===== config.mk =====
export PLATFORM = sky130hd
export DESIGN_NAME = sobel_frame_ctrl
export DESIGN_NICKNAME = d
export VERILOG_FILES = /design/src/rtl/sobel_frame_ctrl.sv
export SDC_FILE = /design/constraint.sdc
export NUM_CORES = 1
export LEC_CHECK = 0
export ABC_AREA = 0
export CORE_ASPECT_RATIO = 2
export CORE_MARGIN = 3
export CORE_UTILIZATION = 55
export DETAILED_ROUTE_END_ITERATION = 7
export HOLD_SLACK_MARGIN = 0.06
export PLACE_DENSITY = 0.72
export SETUP_SLACK_MARGIN = 0.15
export SYNTH_ARGS = -nofsm -noshare
export SYNTH_HDL_FRONTEND = slang
export SYNTH_SLANG_ARGS = --single-unit

===== constraint.sdc =====
create_clock -name clk -period 8.5 [get_ports clk]
set_input_delay 1.7 -clock clk [delete_from_list [all_inputs] [get_ports clk]]
set_output_delay 1.7 -clock clk [all_outputs]
set_load 0.01 [all_outputs]

===== src/rtl/sobel_frame_ctrl.sv =====
// Frame controller in front of a Sobel core: parses a 4-byte little-endian
// header, forwards pixel bytes, tracks core output and recovers from stalls.
module sobel_frame_ctrl #(
    parameter int MAX_WIDTH      = 2048,
    parameter int TIMEOUT_CYCLES = 100000,
    parameter int QUIET_CYCLES   = 10000
) (
    input  logic        clk,
    input  logic        rst,
    input  logic [7:0]  rx_data,
    input  logic        rx_valid,
    input  logic        core_valid_out,
    output logic [7:0]  fwd_data,
    output logic        fwd_valid,
    output logic        core_rst,
    output logic        busy,
    output logic        frame_done,
    output logic        err,
    output logic [1:0]  err_code,
    output logic [31:0] pix_total
);

    typedef enum logic [2:0] {
        S_IDLE,
        S_HDR,
        S_PIX,
        S_DRAIN,
        S_DONE,
        S_ERR
    } state_t;

    state_t      r_state;
    state_t      w_state_nxt;

    logic [15:0] r_width;
    logic [7:0]  r_height_lo;
    logic [1:0]  r_hdr_cnt;
    logic [31:0] r_pix_cnt;
    logic [31:0] r_out_cnt;
    logic [31:0] r_timer;
    logic [31:0] r_pix_total;
    logic [1:0]  r_err_code;
    logic [7:0]  r_fwd_data;
    logic        r_fwd_valid;
    logic        r_core_rst;

    logic        w_hdr_last;
    logic [15:0] w_hdr_height;
    logic        w_hdr_ok;
    logic [31:0] w_prod;
    logic [31:0] w_pix_cnt_inc;
    logic [31:0] w_out_cnt_nxt;
    logic        w_activity;
    logic        w_timer_exp;
    logic        w_quiet_done;
    logic        w_fwd_en;
    logic [1:0]  w_err_code_nxt;

    assign w_hdr_last    = (r_state == S_HDR) && rx_valid && (r_hdr_cnt == 2'd3);
    assign w_hdr_height  = {rx_data, r_height_lo};
    assign w_hdr_ok      = (r_width != 16'd0) && (w_hdr_height != 16'd0) &&
                           (32'(r_width) <= 32'(MAX_WIDTH));
    assign w_prod        = 32'(r_width) * 32'(w_hdr_height);
    assign w_pix_cnt_inc = r_pix_cnt + 32'd1;
    assign w_fwd_en      = rx_valid &&
                           ((r_state == S_IDLE) || (r_state == S_HDR) || (r_state == S_PIX));

    // Output strobes only count while a frame is streaming, and never past the frame size.
    always_comb begin
        w_out_cnt_nxt = r_out_cnt;
        if (((r_state == S_PIX) || (r_state == S_DRAIN)) && core_valid_out &&
            (r_out_cnt < r_pix_total)) begin
            w_out_cnt_nxt = r_out_cnt + 32'd1;
        end
    end

    // One timer serves both the stall watchdog and the ERR quiet period.
    always_comb begin
        w_activity = 1'b0;
        case (r_state)
            S_HDR, S_PIX, S_ERR: w_activity = rx_valid;
            S_DRAIN:             w_activity = core_valid_out;
            default:             w_activity = 1'b0;
        endcase
    end

    assign w_timer_exp  = !w_activity && (r_timer == 32'(TIMEOUT_CYCLES - 1));
    assign w_quiet_done = !rx_valid && (r_timer == 32'(QUIET_CYCLES - 1));

    always_ff @(posedge clk or posedge rst) begin
        if (rst) begin
            r_state <= S_IDLE;
        end else begin
            r_state <= w_state_nxt;
        end
    end

    always_comb begin
        w_state_nxt    = r_state;
        w_err_code_nxt = r_err_code;
        case (r_state)
            S_IDLE: begin
                if (rx_valid) begin
                    w_state_nxt    = S_HDR;
                    w_err_code_nxt = 2'd0;
                end
            end
            S_HDR: begin
                if (w_hdr_last) begin
                    if (w_hdr_ok) begin
                        w_state_nxt = S_PIX;
                    end else begin
                        w_state_nxt    = S_ERR;
                        w_err_code_nxt = 2'd1;
                    end
                end else if (w_timer_exp) begin
                    w_state_nxt    = S_ERR;
                    w_err_code_nxt = 2'd2;
                end
            end
            S_PIX: begin
                if (rx_valid && (w_pix_cnt_inc == r_pix_total)) begin
                    w_state_nxt = S_DRAIN;
                end else if (w_timer_exp) begin
                    w_state_nxt    = S_ERR;
                    w_err_code_nxt = 2'd2;
                end
            end
            S_DRAIN: begin
                if (w_out_cnt_nxt == r_pix_total) begin
                    w_state_nxt = S_DONE;
                end else if (w_timer_exp) begin
                    w_state_nxt    = S_ERR;
                    w_err_code_nxt = 2'd3;
                end
            end
            S_DONE: begin
                w_state_nxt = S_IDLE;
            end
            S_ERR: begin
                if (w_quiet_done) begin
                    w_state_nxt = S_IDLE;
                end
            end
            default: begin
                w_state_nxt = S_IDLE;
            end
        endcase
    end

    always_ff @(posedge clk or posedge rst) begin
        if (rst) begin
            r_width     <= 16'd0;
            r_height_lo <= 8'd0;
            r_hdr_cnt   <= 2'd0;
            r_pix_cnt   <= 32'd0;
            r_out_cnt   <= 32'd0;
            r_timer     <= 32'd0;
            r_pix_total <= 32'd0;
            r_err_code  <= 2'd0;
            r_fwd_data  <= 8'd0;
            r_fwd_valid <= 1'b0;
            r_core_rst  <= 1'b1;
        end else begin
            r_err_code  <= w_err_code_nxt;
            r_out_cnt   <= w_out_cnt_nxt;
            r_fwd_valid <= w_fwd_en;
            if (w_fwd_en) begin
                r_fwd_data <= rx_data;
            end

            if ((w_state_nxt != r_state) || w_activity) begin
                r_timer <= 32'd0;
            end else begin
                r_timer <= r_timer + 32'd1;
            end

            // Core is reset on ERR entry and on every clean return to IDLE.
            r_core_rst <= ((w_state_nxt == S_ERR) && (r_state != S_ERR)) ||
                          (r_state == S_DONE);

            case (r_state)
                S_IDLE: begin
                    if (rx_valid) begin
                        r_width[7:0] <= rx_data;
                        r_hdr_cnt    <= 2'd1;
                        r_pix_cnt    <= 32'd0;
                        r_out_cnt    <= 32'd0;
                    end
                end
                S_HDR: begin
                    if (rx_valid) begin
                        r_hdr_cnt <= r_hdr_cnt + 2'd1;
                        case (r_hdr_cnt)
                            2'd1:    r_width[15:8] <= rx_data;
                            2'd2:    r_height_lo   <= rx_data;
                            default: r_pix_total   <= w_prod;
                        endcase
                    end
                end
                S_PIX: begin
                    if (rx_valid) begin
                        r_pix_cnt <= w_pix_cnt_inc;
                    end
                end
                default: begin
                end
            endcase
        end
    end

    assign fwd_data   = r_fwd_data;
    assign fwd_valid  = r_fwd_valid;
    assign core_rst   = r_core_rst;
    assign busy       = (r_state == S_HDR) || (r_state == S_PIX) || (r_state == S_DRAIN);
    assign frame_done = (r_state == S_DONE);
    assign err        = (r_state == S_ERR);
    assign err_code   = r_err_code;
    assign pix_total  = r_pix_total;

endmodule


==> out/metrics.cfg, run 1 <==
[synth]
netlist_area_sq_mm=0.01982
yosys_warnings=0
synth_cell_types=95
synthCells=2271
async_reset_ff_frac=1.000
synth.most_common_cell=nand2_1
synth_common_cells=nand2_1, inv_1, fa_1
ys_seq_elements=169
synth_top_area_frac=0.2121
synth_top_area_cell=dfrtp_1
synth_area_leaders=dfrtp_1, fa_1, ha_1
synth.avg_cell_area_sq_um=8.729
synthesis.nets=2618
synth-edff-count=0
yosysSeqAreaShare=0.2134
synthFlopType=dfrtp_1

[sta]
finalSetupViolCount=0
timing.final.hold_violations=0
tightestPinTransition_ps=1336
tns_ps=0
period_share=0.9417
setup_slack_ps=496.0
fmax_mhz=124.9
rsz0062_at_grt=no
fin_skew_ps=19.02
finalMaxSlewViolations=0
post-route-min-period_ps=8004
holdWs_ps=462.0
slew_headroom=0.09698

[die]
fp.dieH_um=274.5
die_x_um=140.2
dieArea_sq_mm=0.03850
std_cell_rows=97
start_util=0.5613
core_region_area_sq_mm=0.03532
io_pins=59

[grt]
first_global_vias=17240
grt.total_usage=0.3188
grt_pass1_wl_mm=94.44
grt_max_degree=71
overflow=0
antenna_found_initial=0

[clocking]
cts_resized=0
htree_levels=4
insertion_delay_ps=470
cts_tree=done
clkSinkCount=169
postCtsSetupBuffers=0
cts_root_buffer=clkbuf_16
hold_buffers=0
cts_buffer_depth=2
cts.clk_slew.worst_paths_ps=90
numCtsBuffers=17

[routing]
dr.pass1.iters=7
viasPerCell=6.024
wl_mm=60.43
vias=16400
postRouteAntennaNets=0
routedWlPerCell_um=22.20
drc=0
drtIter0Drc=1007

[finish]
insertedDiodeCount=0
multi_input_area_sq_mm=0.01400
stdcell_count=2722
fillCellCount=3139
ff_latch_area_sq_mm=0.004230
post_route_cells_drive_above_1_share=0.07246
fin_nets=2611
area_growth_pct=7.341

[placement]
dp_slack_ps=78.08
finalWeightedCongestion=1.003
hpwl_mm=48.05
place_inst=2690
portBuffers=58

[critical_path]
worstSetupPathType=input pin to register
worst_setup_path_end_kind=register
max_stage_delay_ps=590
cp_max_fo=8
crit_buf_inv=8
slowest_stage=clkdlybuf4s50_1
critPathArrivalTime_ps=8300
cpLargestDelayFamily=adder cells
r2r_slack_ps=1210
required_ps=8790
cp-start-kind=input pin
crit_top_cell=fa_1

[job]
cap_violations=0

[outcome]
status=completed

[min_path]
hp-class=register to register

## final timing paths
kind / from / cells after the start / endpoint
worst max register to register: r_width[11]$_DFFE_PP0P_ / 24 / pix_total[29]$_DFFE_PP0P_
min in group asynchronous: rst / 2 / r_height_lo[5]$_DFFE_PP0P_
max in group asynchronous: rst / 3 / r_pix_cnt[30]$_DFFE_PP0P_
worst max-delay path: rx_data[0] / 27 / pix_total[29]$_DFFE_PP0P_
worst min register to register: r_timer[0]$_DFF_PP0_ / 1 / r_timer[0]$_DFF_PP0_
worst min-delay path: r_timer[0]$_DFF_PP0_ / 1 / r_timer[0]$_DFF_PP0_
## per-layer routing
layer	GRT usage	wire [um]	part of all wire
met1	0.3065	19520	0.32
met2	0.6020	33060	0.55
met3	0.03979	2409	0.040
met4	0.2435	5442	0.090
met5	0	0	0
## cells by family after synthesis
| group | after synthesis | synth area share |
|---|---|---|
| AND/OR/NAND/NOR | 872 | 0.2235 |
| buffers and inverters | 397 | 0.08047 |
| adder cells (fa/ha/maj) | 335 | 0.2849 |
| AO/OA/AOI/OAI | 300 | 0.1007 |
| flip-flops | 169 | 0.2134 |
| XOR/XNOR | 165 | 0.07839 |
| multiplexers | 33 | 0.01868 |
## layout make-up
cell class,count,share of cell area
Clock inverter,15,0.009290
Clock buffer,17,0.01999
Multi-Input combinational cell,1705,0.6581
Sequential cell,169,0.1988
Timing Repair Buffer,86,0.03716
Tap cell,445,0.02617
Inverter,285,0.05051
## stage by stage
stage,area [sq um],utilization
floorplan,19820,-
global placement,20660,0.5849
detailed placement,20660,0.5849
CTS,21280,0.6025
global route,21280,0.6025
finish,21280,0.6025
## cell usage in the layout (no fill, tap or decap), types with 9 or more instances in the layout
cell type,count
a21o_1,12
a21oi_1,54
a31oi_1,11
and2_1,135
and3_1,27
and4_1,14
buf_4,28
clkbuf_16,17
clkdlybuf4s50_1,58
dfrtp_1,168
fa_1,194
ha_1,141
inv_1,284
mux2_2,32
nand2_1,326
nand2b_1,13
nand3_1,76
nand4_1,27
nor2_1,118
nor2_2,31
nor3_1,27
nor4_1,20
o2111ai_1,12
o211ai_1,9
o21ai_0,100
o31ai_1,15
xnor2_1,100
xor2_1,58
## state kept, by name, indices dropped and copies added, names as in the netlist
name / flops
r_hdr_cnt: 2
r_pix_cnt: 32
pix_total: 32
err_code: 2
fwd_valid: 1
r_width: 16
r_state: 3
r_height_lo: 8
core_rst: 1
fwd_data: 8
r_out_cnt: 32
r_timer: 32
## worst register-to-register path, delay by kind of cell, from the launching register on
family	cells	cell delay, ps
adder cells (fa/ha/maj)	7	3330
AO/OA/AOI/OAI	10	2090
XOR/XNOR	1	150
AND/OR/NAND/NOR	2	260
flip-flops	1	950
buffers and inverters	4	360
Power of run 1 is left out: the tool's default activity adds up to more than one toggle a clock period on the data nets, which glitch-free logic cannot reach.
==> run 2: changes to the inputs <==
CORE_UTILIZATION = 50   (was 55)
MAX_ROUTING_LAYER = met4   (was unset)
PLACE_DENSITY = 0.67   (was 0.72)
==> out/metrics.cfg, run 2 (same netlist as run 1, synthesis figures left out) <==
[outcome]
status=completed  ; unchanged

[grt]
grt.total_usage=0.3065  ; was 0.3188
grt_pass1_wl_mm=96.15  ; was 94.44 mm
first_global_vias=17300  ; was 17240
antenna_found_initial=0  ; unchanged
overflow=0  ; unchanged
grt_max_degree=79  ; was 71

[die]
core_region_area_sq_mm=0.03892  ; was 0.03532 sq mm
fp.dieH_um=287.6  ; was 274.5 um
std_cell_rows=102  ; was 97
die_x_um=146.8  ; was 140.2 um
start_util=0.5093  ; was 0.5613
dieArea_sq_mm=0.04222  ; was 0.03850 sq mm
io_pins=59  ; unchanged

[sta]
tns_ps=0  ; unchanged
fmax_mhz=128.2  ; was 124.9 MHz
fin_skew_ps=22.83  ; was 19.02 ps
slew_headroom=0.2084  ; was 0.09698
holdWs_ps=502.2  ; was 462.0 ps
post-route-min-period_ps=7801  ; was 8004 ps
finalSetupViolCount=0  ; unchanged
tightestPinTransition_ps=1171  ; was 1336 ps
rsz0062_at_grt=no  ; unchanged
timing.final.hold_violations=0  ; unchanged
period_share=0.9178  ; was 0.9417
finalMaxSlewViolations=0  ; unchanged

[critical_path]
worstSetupPathType=input pin to register  ; unchanged
max_stage_delay_ps=570  ; was 590 ps
cp-start-kind=input pin  ; unchanged
cpLargestDelayFamily=adder cells  ; unchanged
r2r_cells=24  ; unchanged
crit_top_cell=fa_1  ; unchanged
path_cells=clkdlybuf4s50_1 > buf_4 > nand2_1 > fa_1 > inv_1 > fa_1 > fa_1 > fa_1 > fa_1 > inv_1 > fa_1 > inv_1 > ha_1 > and4_1 > a311oi_1 > a21oi_1 > a41o_1 > o41ai_1 > buf_4 > o311ai_0 > a21oi_1 > xor2_1 > o21ai_0
critPathArrivalTime_ps=8090  ; was 8300 ps
cp_max_fo=9  ; was 8
required_ps=8790  ; about the same
slowest_stage=fa_1  ; was clkdlybuf4s50_1
cp_num_cells=23  ; was 27
crit_buf_inv=6  ; was 8
worst_setup_path_end_kind=register  ; unchanged

[clocking]
numCtsBuffers=17  ; unchanged
cts_tree=done  ; unchanged
insertion_delay_ps=460  ; was 470 ps
postCtsSetupBuffers=0  ; unchanged
hold_buffers=0  ; unchanged
htree_levels=4  ; unchanged
cts_root_buffer=clkbuf_16  ; unchanged
cts.clk_slew.worst_paths_ps=80  ; was 90 ps
cts_buffer_depth=2  ; unchanged
clkSinkCount=169  ; unchanged
cts_resized=0  ; unchanged

[finish]
post_route_cells_drive_above_1_share=0.07450  ; was 0.07246
area_growth_pct=7.978  ; was 7.341%
fin_nets=2616  ; was 2611
insertedDiodeCount=0  ; unchanged
final_cell_mix=nand2_1, inv_1, fa_1, dfrtp_1, ha_1  ; unchanged
layout_commonest_cell=nand2_1  ; unchanged

[routing]
met3WireLength_mm=2.062  ; was 2.409 mm
maxUsedRoutingLayer=met4  ; unchanged
m1WireLength_mm=20.28  ; was 19.52 mm
vias=16330  ; was 16400
dr.pass1.iters=5  ; was 7
viasPerCell=5.827  ; was 6.024
wl_mm=61.69  ; was 60.43 mm
drc=0  ; unchanged
postRouteAntennaNets=0  ; unchanged
drtIter0Drc=880  ; was 1007
dr_wl_met2_mm=33.64  ; was 33.06 mm
routedWlPerCell_um=22.01  ; was 22.20 um

[placement]
finalWeightedCongestion=1.035  ; was 1.003
portBuffers=58  ; unchanged
hpwl_mm=49.73  ; was 48.05 mm

[min_path]
hold_depth=1  ; unchanged
hp-class=register to register  ; unchanged

[job]
cap_violations=0  ; unchanged

[run 2: cell count changes in the layout (fill, tap and decap cells not counted), sizes merged]
cell    before  now
clkinv       8    7
clkbuf      17   18
buf         28   33
[run 2: final cells by class]
| class | count | area (sq um) |
|---|---|---|
| Multi-Input combinational cell | 1705 | 14000 |
| Tap cell | 520 | 650.6 |
| Fill cell | 3677 | 17520 |
| Timing Repair Buffer | 91 | 828.3 |
| Clock buffer | 18 | 439.2 |
| Inverter | 285 | 1075 |
| Sequential cell | 169 | 4230 |
| Clock inverter | 14 | 178.9 |
[run 2: path summary, 6_finish.rpt]
check,from,endpoint,slack [ps]
min reg2reg,r_timer[0]$_DFF_PP0_,r_timer[0]$_DFF_PP0_,500
max in group asynchronous,rst,r_pix_cnt[19]$_DFFE_PP0P_,5540
max,rx_data[0],pix_total[29]$_DFFE_PP0P_,700
min,r_timer[0]$_DFF_PP0_,r_timer[0]$_DFF_PP0_,500
max reg2reg,r_width[11]$_DFFE_PP0P_,pix_total[29]$_DFFE_PP0P_,1210
min in group asynchronous,rst,r_height_lo[7]$_DFFE_PP0P_,1710
[run 2: through the flow]
stage                     std cells    util  worst slack (ps)  cell area (sq um)
after global placement         2770  0.5340             313.8              20790
after detailed placement       2770  0.5340             218.3              20790
after CTS                      2802  0.5499             693.9              21410
final                          2802  0.5499             698.5              21410
after global routing           2802  0.5499             342.5              21410
after floorplan                2271       -             777.0              19820
[run 2: worst reg2reg max path: cells and delay by family (launching register included)]
kind / cells / cell delay, ps
fa+ha+maj: 7 / 3430
compound gates: 10 / 1990
flops: 1 / 950
buf+inv: 4 / 340
simple gates: 2 / 260
xor+xnor: 1 / 150
[run 2: per-layer routing]
| metal | vias to the layer above | global-route usage |
|---|---|---|
| met5 | - | - |
| met4 | 0 | 0.2346 |
| met3 | 263 | 0.03386 |
| met2 | 508 | 0.5645 |
| met1 | 8120 | 0.2863 |
| li1 | 7436 | - |
Power of run 2 is left out for the same reason.
